## src/rtl/wb_stage.sv

```systemverilog
// Writeback stage: arbitrates ALU and load-unit results onto one register-file
// write port and keeps the per-register busy scoreboard used by decode.
module wb_stage #(
   parameter int REGS_PTR_W = 5,
   parameter int REGS_NUM   = 32,
   parameter int REG_SIZE   = 32,
   parameter int STARVE_MAX = 4
) (
   input  logic                  clk,
   input  logic                  rst_n,
   input  logic                  iss_vld,
   input  logic [REGS_PTR_W-1:0] iss_rd,
   output logic                  iss_busy,
   input  logic [REGS_PTR_W-1:0] q_rs1,
   input  logic [REGS_PTR_W-1:0] q_rs2,
   output logic                  q_busy1,
   output logic                  q_busy2,
   input  logic                  alu_vld,
   input  logic [REGS_PTR_W-1:0] alu_rd,
   input  logic [REG_SIZE-1:0]   alu_data,
   output logic                  alu_rdy,
   input  logic                  mem_vld,
   input  logic [REGS_PTR_W-1:0] mem_rd,
   input  logic [REG_SIZE-1:0]   mem_data,
   output logic                  mem_rdy,
   output logic                  we,
   output logic [REGS_PTR_W-1:0] wa,
   output logic [REG_SIZE-1:0]   wd
);
   localparam int                    STV_W     = $clog2(STARVE_MAX + 1);
   localparam logic [STV_W-1:0]      STV_LIMIT = STV_W'(STARVE_MAX);
   localparam logic [STV_W-1:0]      STV_ZERO  = {STV_W{1'b0}};
   localparam logic [REGS_PTR_W-1:0] RD_ZERO   = {REGS_PTR_W{1'b0}};
   localparam logic [REG_SIZE-1:0]   DATA_ZERO = {REG_SIZE{1'b0}};
   localparam logic [REGS_NUM-1:0]   SB_ZERO   = {REGS_NUM{1'b0}};

   logic                  r_alu_v;
   logic [REGS_PTR_W-1:0] r_alu_rd;
   logic [REG_SIZE-1:0]   r_alu_d;
   logic                  r_mem_v;
   logic [REGS_PTR_W-1:0] r_mem_rd;
   logic [REG_SIZE-1:0]   r_mem_d;
   logic [STV_W-1:0]      r_starve;
   logic [REGS_NUM-1:0]   r_sb;
   logic                  r_we;
   logic [REGS_PTR_W-1:0] r_wa;
   logic [REG_SIZE-1:0]   r_wd;

   logic                  w_alu_gnt;
   logic                  w_mem_gnt;
   logic                  w_gnt;
   logic [REGS_PTR_W-1:0] w_gnt_rd;
   logic [REG_SIZE-1:0]   w_gnt_d;
   logic                  w_alu_acc;
   logic                  w_mem_acc;
   logic [REGS_NUM-1:0]   w_sb_nxt;

   function automatic logic [STV_W-1:0] sat_inc(input logic [STV_W-1:0] v);
      if (v == STV_LIMIT) begin
         return v;
      end else begin
         return v + STV_W'(1);
      end
   endfunction

   // MEM has priority until ALU has waited STARVE_MAX consecutive MEM grants
   assign w_alu_gnt = r_alu_v & (~r_mem_v | (r_starve == STV_LIMIT));
   assign w_mem_gnt = r_mem_v & ~w_alu_gnt;
   assign w_gnt     = w_alu_gnt | w_mem_gnt;
   assign w_gnt_rd  = w_alu_gnt ? r_alu_rd : r_mem_rd;
   assign w_gnt_d   = w_alu_gnt ? r_alu_d  : r_mem_d;

   assign alu_rdy   = (~r_alu_v | w_alu_gnt) & rst_n;
   assign mem_rdy   = (~r_mem_v | w_mem_gnt) & rst_n;
   assign w_alu_acc = alu_vld & alu_rdy;
   assign w_mem_acc = mem_vld & mem_rdy;

   assign iss_busy  = r_sb[iss_rd];
   assign q_busy1   = r_sb[q_rs1];
   assign q_busy2   = r_sb[q_rs2];

   assign we        = r_we;
   assign wa        = r_wa;
   assign wd        = r_wd;

   // Scoreboard next state: clear applied first so a same-edge issue wins
   always_comb begin
      w_sb_nxt = r_sb;
      if (w_gnt) begin
         w_sb_nxt[w_gnt_rd] = 1'b0;
      end else begin
         w_sb_nxt = r_sb;
      end
      if (iss_vld && (iss_rd != RD_ZERO)) begin
         w_sb_nxt[iss_rd] = 1'b1;
      end else begin
         w_sb_nxt[0] = 1'b0;
      end
      w_sb_nxt[0] = 1'b0;
   end

   // ALU holding register
   always_ff @(posedge clk or negedge rst_n) begin
      if (!rst_n) begin
         r_alu_v  <= 1'b0;
         r_alu_rd <= RD_ZERO;
         r_alu_d  <= DATA_ZERO;
      end else if (w_alu_acc && (alu_rd != RD_ZERO)) begin
         r_alu_v  <= 1'b1;
         r_alu_rd <= alu_rd;
         r_alu_d  <= alu_data;
      end else if (w_alu_gnt) begin
         r_alu_v  <= 1'b0;
      end else begin
         r_alu_v  <= r_alu_v;
      end
   end

   // MEM holding register
   always_ff @(posedge clk or negedge rst_n) begin
      if (!rst_n) begin
         r_mem_v  <= 1'b0;
         r_mem_rd <= RD_ZERO;
         r_mem_d  <= DATA_ZERO;
      end else if (w_mem_acc && (mem_rd != RD_ZERO)) begin
         r_mem_v  <= 1'b1;
         r_mem_rd <= mem_rd;
         r_mem_d  <= mem_data;
      end else if (w_mem_gnt) begin
         r_mem_v  <= 1'b0;
      end else begin
         r_mem_v  <= r_mem_v;
      end
   end

   // Starve counter tracks MEM wins while an ALU result is waiting
   always_ff @(posedge clk or negedge rst_n) begin
      if (!rst_n) begin
         r_starve <= STV_ZERO;
      end else if (!r_alu_v || w_alu_gnt) begin
         r_starve <= STV_ZERO;
      end else if (w_mem_gnt) begin
         r_starve <= sat_inc(r_starve);
      end else begin
         r_starve <= r_starve;
      end
   end

   // Scoreboard register
   always_ff @(posedge clk or negedge rst_n) begin
      if (!rst_n) begin
         r_sb <= SB_ZERO;
      end else begin
         r_sb <= w_sb_nxt;
      end
   end

   // Register-file write port; address and data persist when idle
   always_ff @(posedge clk or negedge rst_n) begin
      if (!rst_n) begin
         r_we <= 1'b0;
         r_wa <= RD_ZERO;
         r_wd <= DATA_ZERO;
      end else if (w_gnt) begin
         r_we <= 1'b1;
         r_wa <= w_gnt_rd;
         r_wd <= w_gnt_d;
      end else begin
         r_we <= 1'b0;
      end
   end

endmodule

```

## config.mk

```make
export PLATFORM = sky130hd
export DESIGN_NAME = wb_stage
export DESIGN_NICKNAME = d
export VERILOG_FILES = /design/src/rtl/wb_stage.sv
export SDC_FILE = /design/constraint.sdc
export NUM_CORES = 1
export LEC_CHECK = 0
export BUFFER_PORTS_ARGS = -buffer_cell sky130_fd_sc_hd__buf_2
export CELL_PAD_IN_SITES_DETAIL_PLACEMENT = 1
export CELL_PAD_IN_SITES_GLOBAL_PLACEMENT = 2
export CORE_ASPECT_RATIO = 1.75
export CORE_UTILIZATION = 25
export CTS_CLUSTER_SIZE = 10
export DETAILED_ROUTE_END_ITERATION = 16
export GPL_TIMING_DRIVEN = 0
export PLACE_DENSITY_LB_ADDON = 0.1
export SLEW_MARGIN = 40
export SYNTH_ARGS = -nofsm -noshare
export SYNTH_HDL_FRONTEND = slang
export SYNTH_SLANG_ARGS = --single-unit
```

## constraint.sdc

```tcl
create_clock -name clk -period 2.7 [get_ports clk]
set_clock_uncertainty 0.1 [all_clocks]
set_input_delay 0.54 -clock clk [delete_from_list [all_inputs] [get_ports clk]]
set_output_delay 0.54 -clock clk [all_outputs]
set_load 0.02 [all_outputs]
```

# [Word level (Yosys, flattened, before mapping)]
# Index checks and enable logic that the tools add are counted.
[classes] bitwise=16 div=0 shifts=0 n_reduce_logical=14 eq_ne=2 magnitude_cmp=6 n_mux=22 n_mul=0 add_sub_neg=1
[op_table] op="$mux W32" n=2
[op_table] op="$and A32 B32 Y32" n=1
[op_table] op="$not A32 Y32" n=1
[op_table] op="$or A32 B32 Y32" n=1
[op_table] op="$mux W31" n=1
[op_table] op="$lt A5 B6 Y1 const B" n=4
[op_table] op="$bmux W1 S5" n=3
[op_table] op="$reduce_bool A5 Y1" n=3
[op_table] op="$demux W1 S5" n=2
[op_table] op="$ge A5 B1 Y1 const B" n=2
[op_table] op="$mux W1" n=10
[op_table] op="$mux W3" n=3
[op_table] op="$and A1 B1 Y1" n=6
[op_table] op="$reduce_bool A2 Y1" n=3
[op_table] op="$logic_and A1 B1 Y1" n=5
[op_table] op="$mux W5" n=1
[op_table] op="$or A1 B1 Y1" n=4
[op_table] op="$add A3 B1 Y3 const B" n=1
[op_table] op="$eq A3 B3 Y1 const B" n=1
[op_table] op="$not A1 Y1" n=3
[op_table] op="$ne A2 B1 Y1 const B" n=1
[op_table] op="$reduce_and A2 Y1" n=1
[op_table] op="$logic_not A1 Y1" n=1
[op_table] op="$logic_or A1 B1 Y1" n=1
[word_totals] ramBits=0 memories=0 register_bits=148 out_inout_bits=43 latch_bits=0 rom_bits=0

# [Longest topological paths before layout]
# Gate-level depths: netlist of run 1.
[depth] depth_word=13 ltp_mapped=8 depth_no_buf=6

# [Worst setup path after synthesis of run 1]
# No wires, ideal clock.
[synth_timing] kind="input-to-output" start="input iss_rd[0]" end="output iss_busy" path_slack_ns=0.215 stages=4 arrival_ns=1.845 path_buffers=0 cell_sequence="mux4_1 -> nand2b_1 -> nand4_1 -> or4_1"
[synth_between] elab_chain_len=2
[synth_lines] element="start: declaration" line="12" text="input logic [REGS_PTR_W-1:0] iss_rd,"
[synth_lines] element="$bmux W1 S5" line="78" text="assign iss_busy = r_sb[iss_rd];"
[synth_lines] element="$mux W1 (not written as such)" line="78"
[synth_lines] element="end: declaration" line="13" text="output logic iss_busy,"
# No other way between the ends. The select of a mux whose other input is x is not followed.

# [Worst setup path in the final report of run 1]
[layout_timing] start="register r_sb[7]" end="output iss_busy"
[layout_between] elab_chain_len=2
[layout_lines] element="start: declaration" line="44" text="logic [REGS_NUM-1:0] r_sb;"
[layout_lines] element="start signal: assignment" line="154" text="r_sb <= w_sb_nxt;"
[layout_lines] element="$bmux W1 S5" line="78"
[layout_lines] element="$mux W1 (not written as such)" line="78"
# No other way between the ends. The select of a mux whose other input is x is not followed.

==> impl_metrics.json, run 1 <==
{
  "synth_async_sr_flop_share": 1.00,
  "wl_per_cell_um": 21.7,
  "grt_overflow": 0,
  "setup_ws_ns": -0.0818,
  "cp_cell_sequence": "mux4_2 -> inv_2 -> o22ai_1 -> or4_1 -> buf_6",
  "layout-drive-gt1-share": 0.380,
  "yosys_warnings": 0,
  "cp-start-kind": "flip-flop",
  "min_path_type": "in2async",
  "synthFlopType": "dfrtp_1",
  "grt_max_degree": 80,
  "synth_area_per_cell_um2": 11.9,
  "final_common_cell": "dfrtp_1",
  "vias": 5763,
  "synth_cell_types": 48,
  "drt_iter0_markers": 285,
  "comb_power_share": 0.261,
  "fin_crit_sh": 1.03,
  "synth_top_area_cell": "dfrtp_1",
  "ir_drop_mv": 0.375,
  "cts_max_path_buffers": 2,
  "cpMaxStageDelayCell": "or4_1",
  "worstSetupEndpointType": "primary output",
  "worstSetupPathType": "reg2out",
  "synthCells": 602,
  "insertion_delay_ns": 0.43,
  "grt_setup_unrepaired": "true",
  "yosys-top-cells-area": "dfrtp_1 (52%), mux2_2 (12%), a222oi_1 (4.5%)",
  "grt_pass1_vias": 6592,
  "cts.sinks": 148,
  "power.internal_uw": 5210,
  "syn_to_final_growth_pct": 29.0,
  "die_w_um": 130,
  "p_sw_frac": 0.319,
  "io_pins": 137,
  "fin_cells": 1163,
  "leakage_uw": 0.00422,
  "arrival_ns": 2.14,
  "slowest_delay_ns": 0.54,
  "start_util": 0.255,
  "slew_headroom": 0.499,
  "setup_viol": 1,
  "cts_root_buf": "clkbuf_16",
  "fin_nets": 870,
  "cp_top_family": "simple AND/OR/NAND/NOR gates",
  "cts_tree": "done",
  "nFillCells": 3203,
  "via_per_inst": 4.96,
  "hpwl_mm": 19.4,
  "outcome": "finished, violations left",
  "max_freq_ghz": 0.359,
  "p_per_area_nw_per_um2": 831,
  "ant_nets": 0,
  "hold_viol": 0,
  "drc": 0,
  "worst_slew_pin_slew_ns": 0.749,
  "dp_cells": 1107,
  "power_switching_uw": 2440,
  "drtPass1Iterations": 5,
  "cts.htree.levels": 4,
  "power_frac_clock": 0.326,
  "fp.coreArea_um2": 28000,
  "p_seq_frac": 0.412,
  "die_area_um2": 29300,
  "ys_seq_elements": 148,
  "synth_top_cell_area_share": 0.519,
  "cts_buffers": 17,
  "grt_pass1_wl_mm": 38.8,
  "synth-edff-count": 0,
  "antenna_found_initial": 3,
  "cp.buffers_inverters": 2,
  "min_period_ns": 2.78,
  "cp_data_required_time_ns": 2.06,
  "post-place-ws_ns": -0.256,
  "violations": "negative setup slack",
  "netlist_area_um2": 7140,
  "die_y_um": 226,
  "syn_nets": 698,
  "num_rows": 81,
  "grt_usage": 0.184,
  "place.gp.congestion": 0.767,
  "layout_common_cells": "dfrtp_1 (148), buf_2 (134), mux2_2 (73)",
  "cp_max_fo": 2,
  "port_buffers": 130,
  "final_max_slew_viol_count": 0,
  "seq_area_frac_synth": 0.519,
  "clkSlewWorstSetupHoldPaths_ns": 0.06,
  "drt_wl_total_mm": 25.3,
  "maxCapViolCount": 0
}
[path summary, 6_finish.rpt]
kind                                   start     endpoint  slack (ns)  depth (start not counted)
worst max-delay path                 r_sb[7]     iss_busy       -0.08                          5
worst min-delay path                   rst_n  r_alu_d[25]        0.07                          3
worst max register to register   r_starve[0]        wd[0]        0.26                          8
worst min register to register   r_starve[0]  r_starve[0]        0.37                          1
max in group asynchronous              rst_n       wd[22]        1.93                          3
min in group clk                mem_data[13]  r_mem_d[13]        0.24                          2
[kinds of logic (layout without fill, tap and decap cells)]
kind of cell	after synthesis	after routing	share of synthesized area
simple gates	99	99	0.0778
mux	105	105	0.185
buf+inv	112	297	0.0670
xor+xnor	1	1	0.00123
other cells	0	3	0
compound gates	135	135	0.147
fa+ha+maj	2	2	0.00351
flops	148	148	0.519
[worst reg2reg max path, cell delays in order (launching register included)]
cell and delay (ns):
dfrtp_1 0.40, inv_1 0.07, ha_1 0.30, nand3_1 0.22
and2_1 0.23, clkbuf_1 0.20, clkbuf_1 0.34, a222oi_1 0.38
inv_1 0.08
[routing by layer]
metal  up-vias  share of wire  GRT usage
li1       2612              -          -
met1      2958           0.34      0.172
met2       150           0.59      0.363
met3        39          0.046     0.0484
met4         4          0.031     0.0758
met5         -        0.00091          0
[synthesized netlist by cell type (6+ instances only)]
master,instances
dfrtp_1,148
inv_1,73
mux2_2,73
a22oi_1,35
a222oi_1,32
o22ai_1,32
nand2_1,21
mux2i_1,19
clkbuf_1,17
nor2_1,13
nand4_1,11
nand3_1,10
buf_2,9
mux4_2,9
nand2b_1,8
o21ai_0,8
nand3b_1,6
nor2b_1,6
o2111ai_1,6
or4_1,6
[cell type report]
cell class                 count  area (um^2)  share of cell area
sequential                   148         3700               0.402
buffer                        38          233              0.0253
clock inverter                13          171              0.0186
tap                          373          467              0.0507
antenna                        3         7.51            0.000816
clock buffer                  19          453              0.0492
inverter                      74          278              0.0302
multi-input combinational    342         2970               0.323
timing repair buffer         153          921               0.100
[flip-flops by register name (all words and copies together), names as in the netlist]
name / count
r_alu_d: 32
r_alu_rd: 5
r_alu_v: 1
r_mem_d: 32
r_mem_rd: 5
r_mem_v: 1
r_sb: 31
r_starve: 3
wa: 5
wd: 32
we: 1
[what timing repair did]
action / 4_1_cts / 5_1_grt
pin swaps: 2 / 2
buffers inserted: 11 / 6
hold buffers: 4 / 0
endpoints found under the setup margin: 3 / 3
gates resized for setup: 16 / 9
hold endpoints to repair: 3 / 0
[metrics by stage]
stage / utilization / power [uW] / cell area [um^2] / hold slack [ns] / setup TNS (ns)
after floorplan: - / 4250 / 7140 / 0.144 / 0
after global placement: 0.295 / 4900 / 8250 / 0.345 / -311.86
after CTS: 0.326 / 7710 / 9130 / 0.0570 / -0.124
after global routing: 0.329 / 8070 / 9200 / 0.0631 / -0.155
final: 0.329 / 7650 / 9210 / 0.0716 / -0.0818
after detailed placement: 0.297 / 5030 / 8320 / 0.220 / -0.560
[power by group through the flow]
stage | clock (uW) | combinational, uW | sequential [uW]
after floorplan | 0 | 1020 | 3230
after CTS | 2580 | 1960 | 3170
final | 2500 | 2000 | 3160
after global routing | 2660 | 2180 | 3230
after detailed placement | 0 | 1780 | 3250
after global placement | 0 | 1720 | 3180
Note: power is estimated with default switching activity, not from simulation.
==> run 2: changes to the inputs <==
--- a/config.mk
+++ b/config.mk
@@ -8,7 +8,7 @@
 export BUFFER_PORTS_ARGS = -buffer_cell sky130_fd_sc_hd__buf_2
 export CELL_PAD_IN_SITES_DETAIL_PLACEMENT = 1
 export CELL_PAD_IN_SITES_GLOBAL_PLACEMENT = 2
-export CORE_ASPECT_RATIO = 1.75
+export CORE_ASPECT_RATIO = 1.25
 export CORE_UTILIZATION = 25
 export CTS_CLUSTER_SIZE = 10
 export DETAILED_ROUTE_END_ITERATION = 16
==> run 2 against run 1 <==
  * Die area is essentially flat
  * Total power grew 1.3%
  * Cell count shrank 1.5%
  * Critical path type unchanged
  * Register-to-register slack is essentially flat
  * Combinational power grew 7%
  * Via count shrank 0.71%
  * Largest power group unchanged
  * The run still ends with negative setup slack left
==> impl_metrics.json, run 2 (synthesis gave the netlist of run 1 again) <==
{
  "drtPass1Iterations": 5,
  "p_per_area_nw_per_um2": 842,
  "ir_drop_mv": 0.441,
  "num_rows": 68,
  "die_area_um2": 29200,
  "drc": 0,
  "p_sw_frac": 0.306,
  "cp-start-kind": "flip-flop",
  "dp_cells": 1084,
  "drt_iter0_markers": 279,
  "fp.coreArea_um2": 27800,
  "maxCapViolCount": 0,
  "wl_per_cell_um": 20.3,
  "cts_max_path_buffers": 2,
  "min_path_type": "in2reg",
  "layout-drive-gt1-share": 0.393,
  "io_pins": 137,
  "power_frac_clock": 0.320,
  "die_y_um": 191,
  "die_w_um": 153,
  "cts.sinks": 148,
  "cts_root_buf": "clkbuf_16",
  "post-place-ws_ns": -0.165,
  "antenna_found_initial": 5,
  "leakage_uw": 0.00426,
  "drt_wl_total_mm": 23.3,
  "worstSetupEndpointType": "primary output",
  "final_common_cell": "dfrtp_1",
  "setup_viol": 1,
  "comb_power_share": 0.277,
  "grt_usage": 0.167,
  "cp_data_required_time_ns": 2.06,
  "via_per_inst": 4.99,
  "hold_viol": 0,
  "cts.htree.levels": 4,
  "finish.instance_area_um2": 9210,
  "slew_headroom": 0.529,
  "p_seq_frac": 0.403,
  "arrival_ns": 2.13,
  "grt_overflow": 0,
  "final_max_slew_viol_count": 0,
  "power_switching_uw": 2370,
  "placed_area_um2": 8290,
  "cp_top_family": "multiplexers",
  "port_buffers": 130,
  "vias": 5722,
  "place.gp.congestion": 0.847,
  "outcome": "finished, violations left",
  "cp.buffers_inverters": 2,
  "setup_ws_ns": -0.0671,
  "grt_pass1_wl_mm": 36.7,
  "slowest_delay_ns": 0.49,
  "power_uw": 7750,
  "hpwl_mm": 17.3,
  "fin_cells": 1146,
  "fin_nets": 879,
  "nFillCells": 3089,
  "fin_crit_sh": 1.02,
  "cp_cell_sequence": "mux4_2 -> inv_2 -> o22ai_1 -> or4_4 -> buf_6",
  "cts_buffers": 17,
  "insertion_delay_ns": 0.43,
  "violations": "negative setup slack",
  "grt_setup_unrepaired": "true",
  "grt_max_degree": 77,
  "power.internal_uw": 5380,
  "grt_pass1_vias": 6443,
  "start_util": 0.257,
  "holdWs_ns": 0.242,
  "clkSlewWorstSetupHoldPaths_ns": 0.06,
  "cp_max_fo": 4,
  "layout_common_cells": "dfrtp_1 (148), buf_2 (135), mux2_2 (73)",
  "cpMaxStageDelayCell": "mux4_2",
  "worstSetupPathType": "reg2out",
  "max_freq_ghz": 0.361,
  "syn_to_final_growth_pct": 29.0,
  "ant_nets": 0,
  "worst_slew_pin_slew_ns": 0.706,
  "cts_tree": "done",
  "min_period_ns": 2.77
}
## run 2: cell count changes in the layout (fill, tap and decap cells not counted), sizes merged
cell	change
inv	-4
clkinv	-1
clkbuf	+3
dlygate4sd3	-1
buf	+10
diode	-1
## run 2: power groups by stage
stage / registers [uW] / clock network [uW] / logic [uW]
finish: 3120 / 2480 / 2150
global route: 3200 / 2640 / 2370
CTS: 3120 / 2560 / 2070
detailed placement: 3240 / 0 / 1750
global placement: 3200 / 0 / 1700
floorplan: 3230 / 0 / 1020
## run 2: layer usage
layer,up-vias,routed length [um],track usage
met5,-,16,0
met3,43,1280,0.0485
met4,4,609,0.0730
li1,2621,-,-
met2,135,12400,0.307
met1,2919,8990,0.176
## run 2: worst register-to-register path, delay by kind of cell, from the launching register on
kind | cells | cell delay (ns)
AOI/OAI and AO/OA | 1 | 0.41
buffers and inverters | 4 | 0.66
and+or+nand+nor | 2 | 0.45
adders and majority gates | 1 | 0.31
DFF | 1 | 0.39
## run 2: worst paths after layout
kind / startpoint / endpoint / slack (ns) / cells past startpoint
max in group asynchronous: rst_n / r_sb[24] / 1.54 / 3
setup / recovery: r_sb[4] / iss_busy / -0.07 / 5
min in group asynchronous: rst_n / r_mem_d[12] / 0.38 / 2
hold / removal: mem_data[16] / r_mem_d[16] / 0.24 / 2
hold reg to reg: r_starve[0] / r_starve[0] / 0.36 / 1
setup reg to reg: r_starve[0] / wd[24] / 0.26 / 8
## run 2: cell type report
type / instances / area (um^2) / share of cell area
Sequential cell: 148 / 3700 / 0.402
Multi-Input combinational cell: 342 / 2980 / 0.324
Inverter: 74 / 278 / 0.0302
Tap cell: 350 / 438 / 0.0476
Timing Repair Buffer: 162 / 965 / 0.105
Clock buffer: 22 / 494 / 0.0537
Clock inverter: 8 / 124 / 0.0135
Antenna cell: 2 / 5.00 / 0.000544
Buffer: 38 / 219 / 0.0238
## run 2: what timing repair did
action | CTS | global route
hold buffers | 1 | 0
setup buffers | 22 | 7
pin swaps | 1 | 3
endpoints found under the hold margin | 1 | 0
setup endpoints to repair | 3 | 2
resized for setup | 13 | 16
## run 2: per-stage QoR
stage | utilization | TNS [ns]
floorplan | - | 0
global placement | 0.296 | -317.61
detailed placement | 0.298 | -0.247
CTS | 0.327 | -0.0950
global route | 0.331 | -0.132
finish | 0.331 | -0.0671
==> run 3: changes to the inputs <==
--- a/config.mk
+++ b/config.mk
@@ -10,10 +10,11 @@
 export CELL_PAD_IN_SITES_GLOBAL_PLACEMENT = 2
 export CORE_ASPECT_RATIO = 1.25
 export CORE_UTILIZATION = 25
-export CTS_CLUSTER_SIZE = 10
+export CTS_CLUSTER_SIZE = 30
 export DETAILED_ROUTE_END_ITERATION = 16
 export GPL_TIMING_DRIVEN = 0
 export PLACE_DENSITY_LB_ADDON = 0.1
+export RECOVER_POWER = 25
 export SLEW_MARGIN = 40
 export SYNTH_ARGS = -nofsm -noshare
 export SYNTH_HDL_FRONTEND = slang
==> constraint.sdc (replaced) <==
create_clock -name clk -period 3.1 [get_ports clk]
set_clock_uncertainty 0.1 [all_clocks]
set_input_delay 0.62 -clock clk [delete_from_list [all_inputs] [get_ports clk]]
set_output_delay 0.62 -clock clk [all_outputs]
set_load 0.02 [all_outputs]
==> run 3 against run 2 <==
  * The run now ends clean
  * Cell area shrank 2.7%
  * Hold slack gained 0.080 ns
  * Routed wire length down 1.3%
  * Total power shrank 16%
  * Critical path type is now in2out
  * Largest cell class unchanged
==> impl_metrics.json, run 3 (synthesis gave the netlist of run 1 again) <==
{
  "io_pins": 137,
  "layout_common_cells": "dfrtp_1 (148), buf_2 (137), inv_1 (73), mux2_2 (73), a22oi_1 (35)",
  "ir_drop_mv": 0.382,
  "final_util": 0.322,
  "die_y_um": 191,
  "place.gp.congestion": 0.847,
  "p_seq_frac": 0.429,
  "cp_data_required_time_ns": 2.38,
  "cp_top_family": "buffers and inverters",
  "arrival_ns": 2.30,
  "r2r_slack_ns": 0.66,
  "drt_iter0_markers": 264,
  "maxCapViolCount": 0,
  "cp.buffers_inverters": 4,
  "setup_ws_ns": 0.0772,
  "die_w_um": 153,
  "dp_cells": 1084,
  "grt_pass1_wl_mm": 36.4,
  "power_uw": 6490,
  "fin_crit_sh": 0.975,
  "drc": 0,
  "cts_max_path_buffers": 2,
  "grt_pass1_vias": 6332,
  "cp_max_fo": 10,
  "cpMaxStageDelayCell": "mux4_1",
  "grt_max_degree": 77,
  "grt_setup_unrepaired": "false",
  "power.internal_uw": 4490,
  "hold_viol": 0,
  "grt_usage": 0.165,
  "die_area_um2": 29200,
  "layout-drive-gt1-share": 0.354,
  "worstSetupPathType": "in2out",
  "min_path_type": "in2reg",
  "wl_per_cell_um": 20.5,
  "cts.sinks": 148,
  "vias": 5658,
  "fin_cells": 1121,
  "via_per_inst": 5.05,
  "cts_buffers": 17,
  "cts_root_buf": "clkbuf_16",
  "num_rows": 68,
  "setup_viol": 0,
  "finish.instance_area_um2": 8960,
  "hpwl_mm": 17.3,
  "power_switching_uw": 2000,
  "slowest_delay_ns": 0.55,
  "p_per_area_nw_per_um2": 724,
  "cp-start-kind": "input port",
  "drtPass1Iterations": 5,
  "syn_to_final_growth_pct": 25.5,
  "worstSetupEndpointType": "primary output",
  "timing.critical_path.mode_cell": "buf_2",
  "clkSlewWorstSetupHoldPaths_ns": 0.06,
  "placed_area_um2": 8290,
  "max_freq_ghz": 0.331,
  "cts_tree": "done",
  "start_util": 0.257,
  "min_period_ns": 3.02,
  "drt_wl_total_mm": 23.0,
  "port_buffers": 130,
  "p_sw_frac": 0.309,
  "outcome": "finished clean",
  "ant_nets": 0,
  "grt_overflow": 0,
  "final_common_cell": "dfrtp_1",
  "leakage_uw": 0.00410,
  "comb_power_share": 0.238,
  "cp_cell_sequence": "buf_2 -> buf_6 -> mux4_1 -> inv_1 -> o22ai_1 -> or4_1 -> buf_2",
  "cts.htree.levels": 4,
  "fin_nets": 854,
  "final_max_slew_viol_count": 0,
  "antenna_found_initial": 5,
  "fp.coreArea_um2": 27800,
  "power_frac_clock": 0.333,
  "post-place-ws_ns": 0.0748,
  "insertion_delay_ns": 0.43,
  "slew_headroom": 0.517,
  "worst_slew_pin_slew_ns": 0.724
}
-- run 3: changes by cell type in the layout (fill, tap and decap cells not counted), sizes merged --
cell,change
buf,-26
clkbuf,+1
-- run 3: layer usage --
metal	up-vias	GRT usage	share of wire
met4	4	0.0680	0.023
li1	2580	-	-
met2	131	0.305	0.54
met5	-	0	0.00070
met1	2902	0.175	0.39
met3	41	0.0476	0.055
-- run 3: area by class of cell --
cell class,count,area (um^2)
Tap cell,350,438
Clock inverter,8,124
Antenna cell,2,5.00
Fill cell,3079,18900
Sequential cell,148,3700
Buffer,38,203
Multi-Input combinational cell,342,2960
Timing Repair Buffer,137,756
Clock buffer,22,494
Inverter,74,278
-- run 3: repair_timing --
action | CTS | global route
hold endpoints to repair | 1 | 0
hold buffers | 1 | 0
setup endpoints to repair | 0 | 1
resized for setup | 0 | 1
buffers inserted | 0 | 4
-- run 3: path summary, 6_finish.rpt --
path,startpoint,end,cells past startpoint
max,iss_rd[0],iss_busy,7
min,mem_data[16],r_mem_d[16],2
max reg2reg,r_starve[0],wd[24],8
min reg2reg,r_starve[0],r_starve[0],1
max in group asynchronous,rst_n,r_sb[29],3
min in group asynchronous,rst_n,r_mem_d[12],2
-- run 3: per-stage QoR --
stage / hold slack, ns / TNS (ns)
global route: 0.304 / 0
floorplan: 0.224 / 0
global placement: 0.346 / -245.19
finish: 0.321 / 0
detailed placement: 0.308 / 0
CTS: 0.299 / 0
-- run 3: power by group through the flow --
stage / logic [uW] / clock network, uW / registers, uW
2_1_floorplan: 891 / 0 / 2810
3_3_place_gp: 1480 / 0 / 2790
3_5_place_dp: 1520 / 0 / 2820
4_1_cts: 1530 / 2230 / 2790
5_1_grt: 1700 / 2300 / 2860
6_report: 1540 / 2160 / 2780
-- run 3: worst register-to-register path: cells and delay by family, from the launching register on --
kind | cells | cell delay [ns]
AO/OA/AOI/OAI | 1 | 0.41
adder cells (fa/ha/maj) | 1 | 0.31
flip-flops | 1 | 0.39
AND/OR/NAND/NOR | 2 | 0.43
buffers and inverters | 4 | 0.67
